`src/rtl/scan_sequencer.sv`:
```
// Cube colour scan sequencer: settle, sample/average the RGB sensors, translate, store facelets,
// rotate to the next position, and validate the final colour histogram.
module scan_sequencer #(
  parameter int unsigned N_STEPS       = 24,
  parameter int unsigned SETTLE_CYCLES = 1000,
  parameter int unsigned SAMPLES_LOG2  = 2,
  parameter int unsigned XLATE_WAIT    = 2
) (
  input  logic       clock,
  input  logic       reset_n,
  input  logic       start,
  input  logic       abort,
  output logic       busy,
  output logic       done,
  output logic       scan_ok,
  output logic       sensor_req,
  input  logic       sensor_valid,
  input  logic [7:0] r_edge_in,
  input  logic [7:0] g_edge_in,
  input  logic [7:0] b_edge_in,
  input  logic [7:0] r_corner_in,
  input  logic [7:0] g_corner_in,
  input  logic [7:0] b_corner_in,
  output logic [7:0] r_edge,
  output logic [7:0] g_edge,
  output logic [7:0] b_edge,
  output logic [7:0] r_corner,
  output logic [7:0] g_corner,
  output logic [7:0] b_corner,
  input  logic [2:0] color_edge,
  input  logic [2:0] color_corner,
  output logic       move_req,
  input  logic       move_done,
  output logic       wr_en,
  output logic [4:0] wr_addr,
  output logic [2:0] wr_edge_color,
  output logic [2:0] wr_corner_color
);

  localparam int unsigned AccW   = 8 + SAMPLES_LOG2;
  localparam int unsigned SampW  = SAMPLES_LOG2 + 1;
  localparam int unsigned CntMax = (SETTLE_CYCLES > XLATE_WAIT) ? SETTLE_CYCLES : XLATE_WAIT;
  localparam int unsigned CntW   = $clog2(CntMax + 1);

  localparam logic [SampW-1:0] SampLast   = SampW'((1 << SAMPLES_LOG2) - 1);
  localparam logic [CntW-1:0]  SettleLast = CntW'(SETTLE_CYCLES - 1);
  // XLATE_WAIT is assumed to be at least 1.
  localparam logic [CntW-1:0]  XlateLast  = CntW'(XLATE_WAIT - 1);
  localparam logic [4:0]       StepLast   = 5'(N_STEPS - 1);

  typedef enum logic [2:0] {
    StIdle, StSettle, StSample, StAvg, StXlate, StWrite, StMove, StCheck
  } state_e;

  state_e                 state_q, state_d;
  logic [4:0]             step_q, step_d;
  logic [CntW-1:0]        cnt_q, cnt_d;
  logic [SampW-1:0]       samp_q, samp_d;
  logic [5:0][AccW-1:0]   acc_q, acc_d;
  logic [5:0][7:0]        avg_q, avg_d;
  logic [5:0][4:0]        edge_cnt_q, edge_cnt_d;
  logic [5:0][4:0]        corner_cnt_q, corner_cnt_d;
  logic                   bad_q, bad_d;
  logic                   scan_ok_q, scan_ok_d;
  logic                   sensor_req_q, move_req_q;
  logic [5:0][7:0]        sens_in;
  logic                   hist_ok;

  // Channel order: r/g/b edge, then r/g/b corner.
  assign sens_in = {b_corner_in, g_corner_in, r_corner_in, b_edge_in, g_edge_in, r_edge_in};

  always_comb begin
    hist_ok = !bad_q;
    for (int i = 0; i < 6; i++) begin
      if (edge_cnt_q[i] != 5'd4 || corner_cnt_q[i] != 5'd4) hist_ok = 1'b0;
    end
  end

  always_comb begin
    state_d      = state_q;
    step_d       = step_q;
    cnt_d        = cnt_q;
    samp_d       = samp_q;
    acc_d        = acc_q;
    avg_d        = avg_q;
    edge_cnt_d   = edge_cnt_q;
    corner_cnt_d = corner_cnt_q;
    bad_d        = bad_q;
    scan_ok_d    = scan_ok_q;
    wr_en        = 1'b0;
    done         = 1'b0;

    if (abort && state_q != StIdle) begin
      // Abort wins over every state's own transition and suppresses write/done.
      state_d   = StIdle;
      scan_ok_d = 1'b0;
    end else begin
      unique case (state_q)
        StIdle: begin
          if (start) begin
            state_d      = StSettle;
            step_d       = '0;
            cnt_d        = '0;
            samp_d       = '0;
            acc_d        = '0;
            edge_cnt_d   = '0;
            corner_cnt_d = '0;
            bad_d        = 1'b0;
            scan_ok_d    = 1'b0;
          end
        end
        StSettle: begin
          if (cnt_q == SettleLast) state_d = StSample;
          else                     cnt_d   = cnt_q + CntW'(1);
        end
        StSample: begin
          if (sensor_valid) begin
            for (int i = 0; i < 6; i++) acc_d[i] = acc_q[i] + AccW'(sens_in[i]);
            samp_d = samp_q + SampW'(1);
            if (samp_q == SampLast) state_d = StAvg;
          end
        end
        StAvg: begin
          for (int i = 0; i < 6; i++) avg_d[i] = acc_q[i][SAMPLES_LOG2 +: 8];
          cnt_d   = '0;
          state_d = StXlate;
        end
        StXlate: begin
          if (cnt_q == XlateLast) state_d = StWrite;
          else                    cnt_d   = cnt_q + CntW'(1);
        end
        StWrite: begin
          wr_en = 1'b1;
          for (int i = 0; i < 6; i++) begin
            if (color_edge == 3'(i))   edge_cnt_d[i]   = edge_cnt_q[i] + 5'd1;
            if (color_corner == 3'(i)) corner_cnt_d[i] = corner_cnt_q[i] + 5'd1;
          end
          if (color_edge > 3'd5 || color_corner > 3'd5) bad_d = 1'b1;
          state_d = (step_q == StepLast) ? StCheck : StMove;
        end
        StMove: begin
          if (move_done) begin
            step_d  = step_q + 5'd1;
            cnt_d   = '0;
            samp_d  = '0;
            acc_d   = '0;
            state_d = StSettle;
          end
        end
        StCheck: begin
          done      = 1'b1;
          scan_ok_d = hist_ok;
          state_d   = StIdle;
        end
        default: state_d = StIdle;
      endcase
    end
  end

  always_ff @(posedge clock or negedge reset_n) begin
    if (!reset_n) begin
      state_q      <= StIdle;
      step_q       <= '0;
      cnt_q        <= '0;
      samp_q       <= '0;
      acc_q        <= '0;
      avg_q        <= '0;
      edge_cnt_q   <= '0;
      corner_cnt_q <= '0;
      bad_q        <= 1'b0;
      scan_ok_q    <= 1'b0;
      sensor_req_q <= 1'b0;
      move_req_q   <= 1'b0;
    end else begin
      state_q      <= state_d;
      step_q       <= step_d;
      cnt_q        <= cnt_d;
      samp_q       <= samp_d;
      acc_q        <= acc_d;
      avg_q        <= avg_d;
      edge_cnt_q   <= edge_cnt_d;
      corner_cnt_q <= corner_cnt_d;
      bad_q        <= bad_d;
      scan_ok_q    <= scan_ok_d;
      sensor_req_q <= (state_d == StSample);
      move_req_q   <= (state_d == StMove);
    end
  end

  assign busy            = (state_q != StIdle);
  assign scan_ok         = scan_ok_q;
  assign sensor_req      = sensor_req_q;
  assign move_req        = move_req_q;
  assign wr_addr         = step_q;
  assign wr_edge_color   = wr_en ? color_edge : 3'd0;
  assign wr_corner_color = wr_en ? color_corner : 3'd0;
  assign r_edge          = avg_q[0];
  assign g_edge          = avg_q[1];
  assign b_edge          = avg_q[2];
  assign r_corner        = avg_q[3];
  assign g_corner        = avg_q[4];
  assign b_corner        = avg_q[5];

endmodule

```
`config.mk`:
```
export PLATFORM = sky130hd
export DESIGN_NAME = scan_sequencer
export DESIGN_NICKNAME = d
export VERILOG_FILES = /design/src/rtl/scan_sequencer.sv
export SDC_FILE = /design/constraint.sdc
export NUM_CORES = 1
export LEC_CHECK = 0
export CORE_MARGIN = 10
export CORE_UTILIZATION = 46
export DETAILED_ROUTE_END_ITERATION = 7
export PLACE_DENSITY = 0.77
export REMOVE_ABC_BUFFERS = 1
export SLEW_MARGIN = 20
export SYNTH_ARGS = -nofsm -noshare
export SYNTH_HDL_FRONTEND = slang
export SYNTH_SLANG_ARGS = --single-unit
```
`constraint.sdc`:
```
create_clock -name clock -period 2.3 [get_ports clock]
set_input_delay 0.575 -clock clock [delete_from_list [all_inputs] [get_ports clock]]
set_output_delay 0.575 -clock clock [all_outputs]
set_load 0.01 [all_outputs]
```
==> results.toml, run 1 <==
[run_status]
status = "complete, no violations"

[yosys]
syn_area_per_cell_um2 = 10.1
synth_top_area_cell = "dfrtp_1"
synth_edf_count = 0
yosys-top-cells-count = "dfrtp_1, nor2_1, ha_1, nand2_1, inv_1"
yosys_warnings = 0
yosys_register_bits = 193
syn_area_um2 = 10800
synth_seq_area_share_pct = 44.9
synth_cell_types = 63
synthesis.instances = 1062
synthTopCellsByArea = "dfrtp_1, ha_1, mux2_2"
ys.flop_type = "dfrtp_1"
synth.most_common_cell = "dfrtp_1"
async_flop_share_pct = 100
synth_top_area_share_pct = 44.9

[timing]
period_needed_ps = 2280
finalCritPeriodShare_pct = 98.9
fmax_mhz = 439
final_hold_viol_count = 0
slew_viol_final = 0
setup_viol = 0
fin_worst_skew_ps = 15.0
tightest_slew_ps = 551
slew_headroom_pct = 63.2
setup_slack_ps = 24.5

[place]
hpwl_mm = 19.3
post-place-ws_ps = -682
port_buffers = 124
place_inst = 1562
gp_congestion = 0.855

[die]
core.rowCount = 55
initial_core_util_pct = 47.1
core-area_um2 = 22800
die_w_um = 173
die-area_um2 = 29900
die_y_um = 173
pin_count = 125

[route]
drc_errors = 0
routed_wl_mm = 27.1
detail_route.wl_per_cell_um = 16.9
first_pass_iters = 5
antenna_left = 0
drt_iter0_markers = 487
viasPerCell = 5.43
via_count = 8701

[critical_path]
cp_slowest_stage_delay_ps = 270
worstPathRequired_ps = 1730
path_cells = "dlygate4sd2_1 -> nand4bb_4 -> inv_2 -> buf_12 -> and2_1 -> clkdlybuf4s15_1"
start_kind = "primary input"
crit_fanout = 10
critPathArrivalTime_ps = 1700
worst_path_max_delay_cell = "dlygate4sd2_1"
worstSetupEndpointType = "output pin"
crit_type = "in2out"

[grt]
antenna_found_initial = 0
track_usage_pct = 17.9
grt_max_degree = 64
grt_pass1_vias = 9014
grt_pass1_wl_mm = 44.9
grt_overflow = 0

[power]
swShare_pct = 33.7
peakVddDrop_mv = 0.495
intPower_uw = 7030
seqPwrFrac_pct = 37.2
p_per_area_nw_per_um2 = 753
leakage_uw = 0.00657
p_comb_share_pct = 34.5
pwr-share-clk_pct = 28.3
power.switching_uw = 3570

[clock_network]
htreeDepth = 4
cts_sinks = 193
cts-root-buf = "clkbuf_16"
cts.path.max_buffers = 2
cts_tree = "done"
cts.clk_slew.worst_paths_ps = 70
cts_buffers = 17
clock_latency_ps = 440

[final_layout]
area_growth_pct = 30.8
seqCellArea_um2 = 4830
final_net_count = 1420
final_layout_size_suffix_gt1_share_pct = 20.3
instances_no_fill = 1602
multi_input_area_um2 = 5760
nFillCells = 1832
n_antenna_cell = 0

[min_path]
hold_class = "in2async"

[run]
max_cap_viol_count = 0
-- final timing paths --
path                                 start                 end  slack (ps)  cells after the start
worst max register to register  state_q[1]           acc_q[49]         110                      8
worst min-delay path               reset_n      edge_cnt_q[17]         140                      1
worst max-delay path                 abort  wr_corner_color[2]          20                      6
max in group asynchronous          reset_n      edge_cnt_q[24]        1500                      2
min in group clock               samp_q[2]           samp_q[2]         490                      2
worst min register to register   samp_q[2]           samp_q[2]         490                      2
-- cell families (layout without fill, tap and decap cells) --
| group | Yosys count | count (layout) | synth area share (%) |
|---|---|---|---|
| and+or+nand+nor | 357 | 357 | 17.0 |
| AOI/OAI and AO/OA | 206 | 206 | 13.4 |
| DFF | 193 | 193 | 44.9 |
| buffers and inverters | 107 | 334 | 3.84 |
| adders and majority gates | 83 | 83 | 10.1 |
| muxes | 64 | 64 | 6.60 |
| xor gates and xnor gates | 52 | 52 | 4.23 |
-- sequential cells by signal, summed over array words and instances, names as in the netlist --
signal        count
wr_addr           5
g_edge            8
bad_q             1
g_corner          8
cnt_q            10
b_corner          8
edge_cnt_q       30
scan_ok           1
sensor_req        1
state_q           3
acc_q            60
r_corner          8
move_req          1
corner_cnt_q     30
samp_q            3
b_edge            8
r_edge            8
-- per-stage QoR --
stage | total power (uW) | area, um2 | utilization (%) | setup TNS [ps] | hold WS, ps
floorplan | 5710 | 10600 | - | -121790 | 279
global placement | 7410 | 13200 | 57.8 | -36900 | 463
detailed placement | 7490 | 13200 | 57.8 | -37010 | 472
CTS | 10600 | 14000 | 61.2 | 0 | 151
global route | 11200 | 14100 | 61.6 | -116 | 156
finish | 10600 | 14100 | 61.6 | 0 | 143
-- cell type report --
| type | count | share of cell area (%) |
|---|---|---|
| Clock inverter | 12 | 1.05 |
| Clock buffer | 19 | 3.08 |
| Inverter | 62 | 1.65 |
| Multi-Input combinational cell | 762 | 40.9 |
| Sequential cell | 193 | 34.3 |
| Tap cell | 313 | 2.78 |
| Timing Repair Buffer | 241 | 16.2 |
-- critical path, delay by kind of cell --
family | cells | cell delay (ps)
buffers and inverters | 4 | 730
and+or+nand+nor | 2 | 380
-- repair_timing --
action,CTS,global route
hold buffers,0,0
gates cloned,0,0
resized for setup,60,14
setup buffers,6,3
setup endpoints to repair,15,24
pin swaps,22,9
-- routing by layer --
metal / GRT usage (%) / share of wire [%] / up-vias / routed length (um)
met5: 0 / 0 / - / 0
li1: - / - / 4242 / -
met1: 22.3 / 45 / 4273 / 12200
met4: 3.92 / 1.1 / 0 / 306
met2: 30.3 / 49 / 161 / 13200
met3: 4.81 / 4.9 / 25 / 1330
-- cells in the final DEF, fill, tap and decap left out, types with 16 or more instances in the layout --
| cell type | n |
|---|---|
| nand2b_1 | 16 |
| nand4_1 | 32 |
| ha_1 | 71 |
| a21oi_1 | 28 |
| clkdlybuf4s50_1 | 107 |
| inv_1 | 58 |
| a32o_1 | 18 |
| a22o_1 | 21 |
| buf_4 | 103 |
| xor2_1 | 46 |
| mux2_2 | 55 |
| o21ai_0 | 45 |
| nand2_1 | 73 |
| clkbuf_16 | 17 |
| nand3_1 | 28 |
| nor2_1 | 110 |
| dfrtp_1 | 191 |
-- power by group through the flow --
stage	logic (uW)	registers, uW	clock network, uW
2_1_floorplan	1680	4030	0
3_3_place_gp	3430	3990	0
3_5_place_dp	3500	4000	0
4_1_cts	3590	3940	3060
5_1_grt	4020	3990	3200
6_report	3650	3940	3000
Note: power is estimated with default switching activity, not from simulation.
==> run 2: changes to the inputs <==
--- a/config.mk
+++ b/config.mk
@@ -8,6 +8,8 @@
 export CORE_MARGIN = 10
 export CORE_UTILIZATION = 46
 export DETAILED_ROUTE_END_ITERATION = 7
+export HOLD_SLACK_MARGIN = 0.06
+export MAX_ROUTING_LAYER = met4
 export PLACE_DENSITY = 0.77
 export REMOVE_ABC_BUFFERS = 1
 export SLEW_MARGIN = 20
==> run 2 against run 1 <==
First-iteration DRC count rose by 9.0%. Utilization about the same. Hold slack is essentially flat. Total power decreased by 0.10%. Routed wire length fell by 0.23%. Die area stayed put. Critical path depth is the same. Clock skew increased by 0.82 ps. Clock power barely moved. Critical path type unchanged.
==> results.toml, run 2 (same netlist as run 1, synthesis figures left out) <==
[run_status]
status = "complete, no violations"

[final_layout]
area_growth_pct = 30.7
nFillCells = 1835
largest_register_ffs = 60
final_net_count = 1418
layout_common_cells = "dfrtp_1, nor2_1, clkdlybuf4s50_1"
fin_area_um2 = 14100
top_regs = "acc_q x60, corner_cnt_q x30, edge_cnt_q x30"
final_common_cell = "dfrtp_1"
final_layout_size_suffix_gt1_share_pct = 20.4
n_antenna_cell = 0
regMostFlops = "acc_q"

[place]
hpwl_mm = 19.3
port_buffers = 124
gp_congestion = 0.869
dpl_cell_area_um2 = 13200

[clock_network]
cts-root-buf = "clkbuf_16"
htreeDepth = 4
cts_tree = "done"
cts_buffers = 17
cts.clk_slew.worst_paths_ps = 70
clock_latency_ps = 440
hold_buffers = 0
cts.path.max_buffers = 2
cts_sinks = 193

[route]
viasPerCell = 5.42
drc_errors = 0
drt_iter0_markers = 531
via_count = 8671
first_pass_iters = 5
antenna_left = 0
detail_route.wl_per_cell_um = 16.9
routed_wl_mm = 27.0

[critical_path]
worst_path_max_delay_cell = "dlygate4sd2_1"
start_kind = "primary input"
worstSetupEndpointType = "output pin"
critPathBufInv = 4
crit_type = "in2out"
path_cells = "dlygate4sd2_1 -> nand4bb_4 -> inv_2 -> buf_12 -> and2_1 -> clkdlybuf4s15_1"
crit_fanout = 10
critPathArrivalTime_ps = 1690
worstPathRequired_ps = 1730
cp_slowest_stage_delay_ps = 270
cp_top_family = "buffers and inverters"

[timing]
period_needed_ps = 2260
finalCritPeriodShare_pct = 98.3
fmax_mhz = 442
tightest_slew_ps = 544
slew_viol_final = 0
final_hold_viol_count = 0
fin_setup_tns_ps = 0
fin_worst_skew_ps = 15.8
setup_viol = 0
slew_headroom_pct = 63.7

[power]
leakage_uw = 0.00656
p_per_area_nw_per_um2 = 753
swShare_pct = 33.7
peakVddDrop_mv = 0.495
p_comb_share_pct = 34.3
power.switching_uw = 3570
seqPwrFrac_pct = 37.3
pwr-share-clk_pct = 28.4
intPower_uw = 7020

[grt]
track_usage_pct = 18.4
antenna_found_initial = 0
grt_pass1_wl_mm = 44.9
grt_pass1_vias = 9018
grt_max_degree = 64
grt_overflow = 0

[run]
max_cap_viol_count = 0

[min_path]
hold_class = "in2async"

[die]
core-area_um2 = 22800
pin_count = 125
initial_core_util_pct = 47.1
die_w_um = 173
die-area_um2 = 29900
core.rowCount = 55
die_y_um = 173
==> run 2: worst paths after layout <==
kind,startpoint,cells past startpoint,endpoint,slack [ps]
worst max-delay path,abort,6,wr_corner_color[2],40
worst min-delay path,reset_n,1,edge_cnt_q[17],140
worst max register to register,state_q[1],8,acc_q[18],90
worst min register to register,samp_q[2],2,samp_q[2],490
max in group asynchronous,reset_n,2,edge_cnt_q[24],1510
min in group clock,samp_q[2],2,samp_q[2],490
==> run 2: cell type report <==
| class | count | area (um2) | share of cell area [%] |
|---|---|---|---|
| Clock buffer | 19 | 433 | 3.08 |
| Tap cell | 313 | 392 | 2.78 |
| Inverter | 62 | 233 | 1.65 |
| Sequential cell | 193 | 4830 | 34.4 |
| Clock inverter | 12 | 148 | 1.05 |
| Timing Repair Buffer | 239 | 2250 | 16.0 |
| Multi-Input combinational cell | 762 | 5770 | 41.1 |
==> run 2: routing by layer <==
metal	GRT usage [%]	up-vias	routed length (um)	share of wire [%]
met5	-	-	0	0
met3	4.38	23	1150	4.3
met2	30.3	160	13200	49
li1	-	4237	-	-
met4	3.70	0	289	1.1
met1	22.7	4251	12400	46
==> run 2: per-stage QoR <==
step / instances / util, % / total power [uW] / setup slack, ps / hold WS [ps]
after global placement: 1562 / 57.8 / 7410 / -557 / 463
after global routing: 1600 / 61.5 / 11200 / -27.3 / 154
after floorplan: 1017 / - / 5710 / -1270 / 279
after detailed placement: 1562 / 57.8 / 7490 / -682 / 472
final: 1600 / 61.5 / 10600 / 39.5 / 143
after CTS: 1599 / 61.2 / 10600 / 4.46 / 151
==> run 2: power by group through the flow <==
| stage | registers [uW] | logic (uW) | clock network [uW] |
|---|---|---|---|
| final | 3950 | 3630 | 3010 |
| after floorplan | 4030 | 1680 | 0 |
| after global placement | 3990 | 3430 | 0 |
| after global routing | 3990 | 4000 | 3210 |
| after detailed placement | 4000 | 3500 | 0 |
| after CTS | 3940 | 3590 | 3060 |
==> run 2: what timing repair did <==
action / in CTS / in global routing
pin swaps: 22 / 10
gates resized for setup: 60 / 16
endpoints found under the setup margin: 15 / 20
buffers inserted: 6 / 1
==> run 3: changes to the inputs <==
--- a/config.mk
+++ b/config.mk
@@ -5,6 +5,7 @@
 export SDC_FILE = /design/constraint.sdc
 export NUM_CORES = 1
 export LEC_CHECK = 0
+export ABC_AREA = 1
 export CORE_MARGIN = 10
 export CORE_UTILIZATION = 46
 export DETAILED_ROUTE_END_ITERATION = 7
==> run 3 against run 2 <==
Via count increased by 19%. Register-to-register slack gained 140 ps. Cell area increased by 2.1%. Non-clock buffer count fell by 36. Maximum frequency rose by 1.5%. Clock power is 3% lower. Final cell count is 26% higher. Clock skew grew 6.7 ps. Largest cell class unchanged.
==> results.toml, run 3 <==
[die]
die_y_um = 179
core-area_um2 = 25000
die_w_um = 179
initial_core_util_pct = 46.3
die-area_um2 = 32000
core.rowCount = 58
pin_count = 125

[timing]
slew_viol_final = 0
setup_slack_ps = 73.8
fmax_mhz = 449
period_needed_ps = 2230
fin_worst_skew_ps = 22.5
rsz0062_at_grt = "no"
whs_ps = 66.4
setup_viol = 0
finalCritPeriodShare_pct = 96.8
tightest_slew_ps = 469
slew_headroom_pct = 68.7
final_hold_viol_count = 0

[critical_path]
worstPathRequired_ps = 1730
critPathBufInv = 2
r2r_cells = 8
cp_slowest_stage_delay_ps = 440
cp_top_family = "buffers and inverters"
crit_fanout = 9
worstSetupEndpointType = "output pin"
critPathArrivalTime_ps = 1650
start_kind = "register"
crit_type = "reg2out"
rrSetupSlack_ps = 230
path_cells = "buf_4 -> nor2_4 -> nand2_4 -> dlygate4sd2_1"
worst_path_max_delay_cell = "dfrtp_2"
cp.depth = 4

[final_layout]
n_antenna_cell = 0
layout_common_cells = "nand2_1, dfrtp_1, inv_1"
final_common_cell = "nand2_1"
regMostFlops = "acc_q"
final_layout_size_suffix_gt1_share_pct = 10.9
nFillCells = 2224
instances_no_fill = 2015
area_growth_pct = 23.8
largest_register_ffs = 60
post-route-util_pct = 57.4
final_net_count = 1815
top_regs = "acc_q x60, corner_cnt_q x30, edge_cnt_q x30"

[route]
via_count = 10300
routed_wl_mm = 28.8
detail_route.wl_per_cell_um = 14.3
viasPerCell = 5.13
drc_errors = 0
drt_iter0_markers = 686
first_pass_iters = 5
antenna_left = 0

[place]
place_inst = 1982
post-place-ws_ps = -262
gp_congestion = 0.893
port_buffers = 124
hpwl_mm = 21.4

[yosys]
ys.flop_type = "dfrtp_1"
syn_area_per_cell_um2 = 7.84
synth_top_area_cell = "dfrtp_1"
synth_cell_types = 34
synth_seq_area_share_pct = 41.6
synthesis.instances = 1480
async_flop_share_pct = 100
synth_top_area_share_pct = 41.6
yosys-top-cells-count = "nand2_1, dfrtp_1, inv_1, nand3_1, nor2_1"
syn_area_um2 = 11600
yosys_register_bits = 193
synth_edf_count = 0
synthTopCellsByArea = "dfrtp_1, nand2_1, ha_1"
yosys_warnings = 0
synth.most_common_cell = "nand2_1"

[min_path]
hold_class = "in2async"

[grt]
grt_pass1_wl_mm = 48.1
grt_max_degree = 55
grt_overflow = 0
track_usage_pct = 18.8
antenna_found_initial = 0
grt_pass1_vias = 10100

[run_status]
status = "complete, no violations"

[clock_network]
cts-root-buf = "clkbuf_16"
cts.path.max_buffers = 2
clock_latency_ps = 450
cts_buffers = 17
htreeDepth = 4
cts_tree = "done"
cts_sinks = 193
cts.clk_slew.worst_paths_ps = 90

[power]
leakage_uw = 0.00718
p_per_area_nw_per_um2 = 671
peakVddDrop_mv = 0.481

[run]
max_cap_viol_count = 0
==> run 3: layout make-up <==
class                           instances  area [um2]  share of cell area (%)
Clock buffer                           18         429                    2.99
Clock inverter                         14         145                    1.01
Inverter                              191         717                    4.99
Multi-Input combinational cell       1066        5900                    41.0
Sequential cell                       193        4830                    33.6
Tap cell                              330         413                    2.87
Timing Repair Buffer                  203        1930                    13.5
==> run 3: metal layers <==
layer | wire, um | vias to the layer above | GRT usage, %
met5 | 0 | - | -
met4 | 432 | 0 | 5.10
met3 | 1680 | 30 | 3.33
met2 | 13500 | 243 | 31.0
met1 | 13100 | 4892 | 23.5
li1 | - | 5180 | -
==> run 3: cell families (layout without fill, tap and decap cells) <==
kind of cell    after synthesis  count (layout)  share of synthesized area (%)
compound gates              192             192                           8.63
simple gates                719             719                           26.7
buf+inv                     221             426                           7.72
fa+ha+maj                    83              83                           9.34
xor+xnor                     48              48                           3.62
flops                       193             193                           41.6
mux                          24              24                           2.33
==> run 3: power breakdown <==
group / total, uW / switching [uW] / internal, uW / leakage (uW)
logic: 3040 / 1960 / 1080 / 0.00422
clock network: 2930 / 1480 / 1450 / 0.000275
registers: 3670 / 145 / 3520 / 0.00269
total: 9640 / 3590 / 6050 / 0.00718
==> run 3: worst paths after layout <==
kind                            start         endpoint
min                           reset_n      r_corner[1]
min reg2reg                 samp_q[1]        samp_q[1]
min in group clock          samp_q[1]        samp_q[1]
max reg2reg                state_q[0]  corner_cnt_q[7]
max in group asynchronous     reset_n    edge_cnt_q[8]
max                        state_q[0]             busy
==> run 3: metrics by stage <==
stage | setup TNS (ps) | area [um2] | total power (uW)
3_3_place_gp | -3480 | 13800 | 6670
6_report | 0 | 14400 | 9640
4_1_cts | 0 | 14400 | 9680
5_1_grt | 0 | 14400 | 10200
3_5_place_dp | -5750 | 13800 | 6730
2_1_floorplan | -46640 | 11400 | 5380
==> run 3: timing repair <==
action,4_1_cts,5_1_grt
setup buffers,0,1
pin swaps,0,1
hold buffers,0,0
endpoints found under the setup margin,9,7
gates resized for setup,16,12
==> run 3: worst register-to-register path, stage by stage (launching register included) <==
cell and delay (ps):
dfrtp_2 440, nand3_2 130, buf_4 380, inv_2 220, o21ai_1 190, nand2_1 140
nor2_1 280, nand4_1 140, nand2_1 90
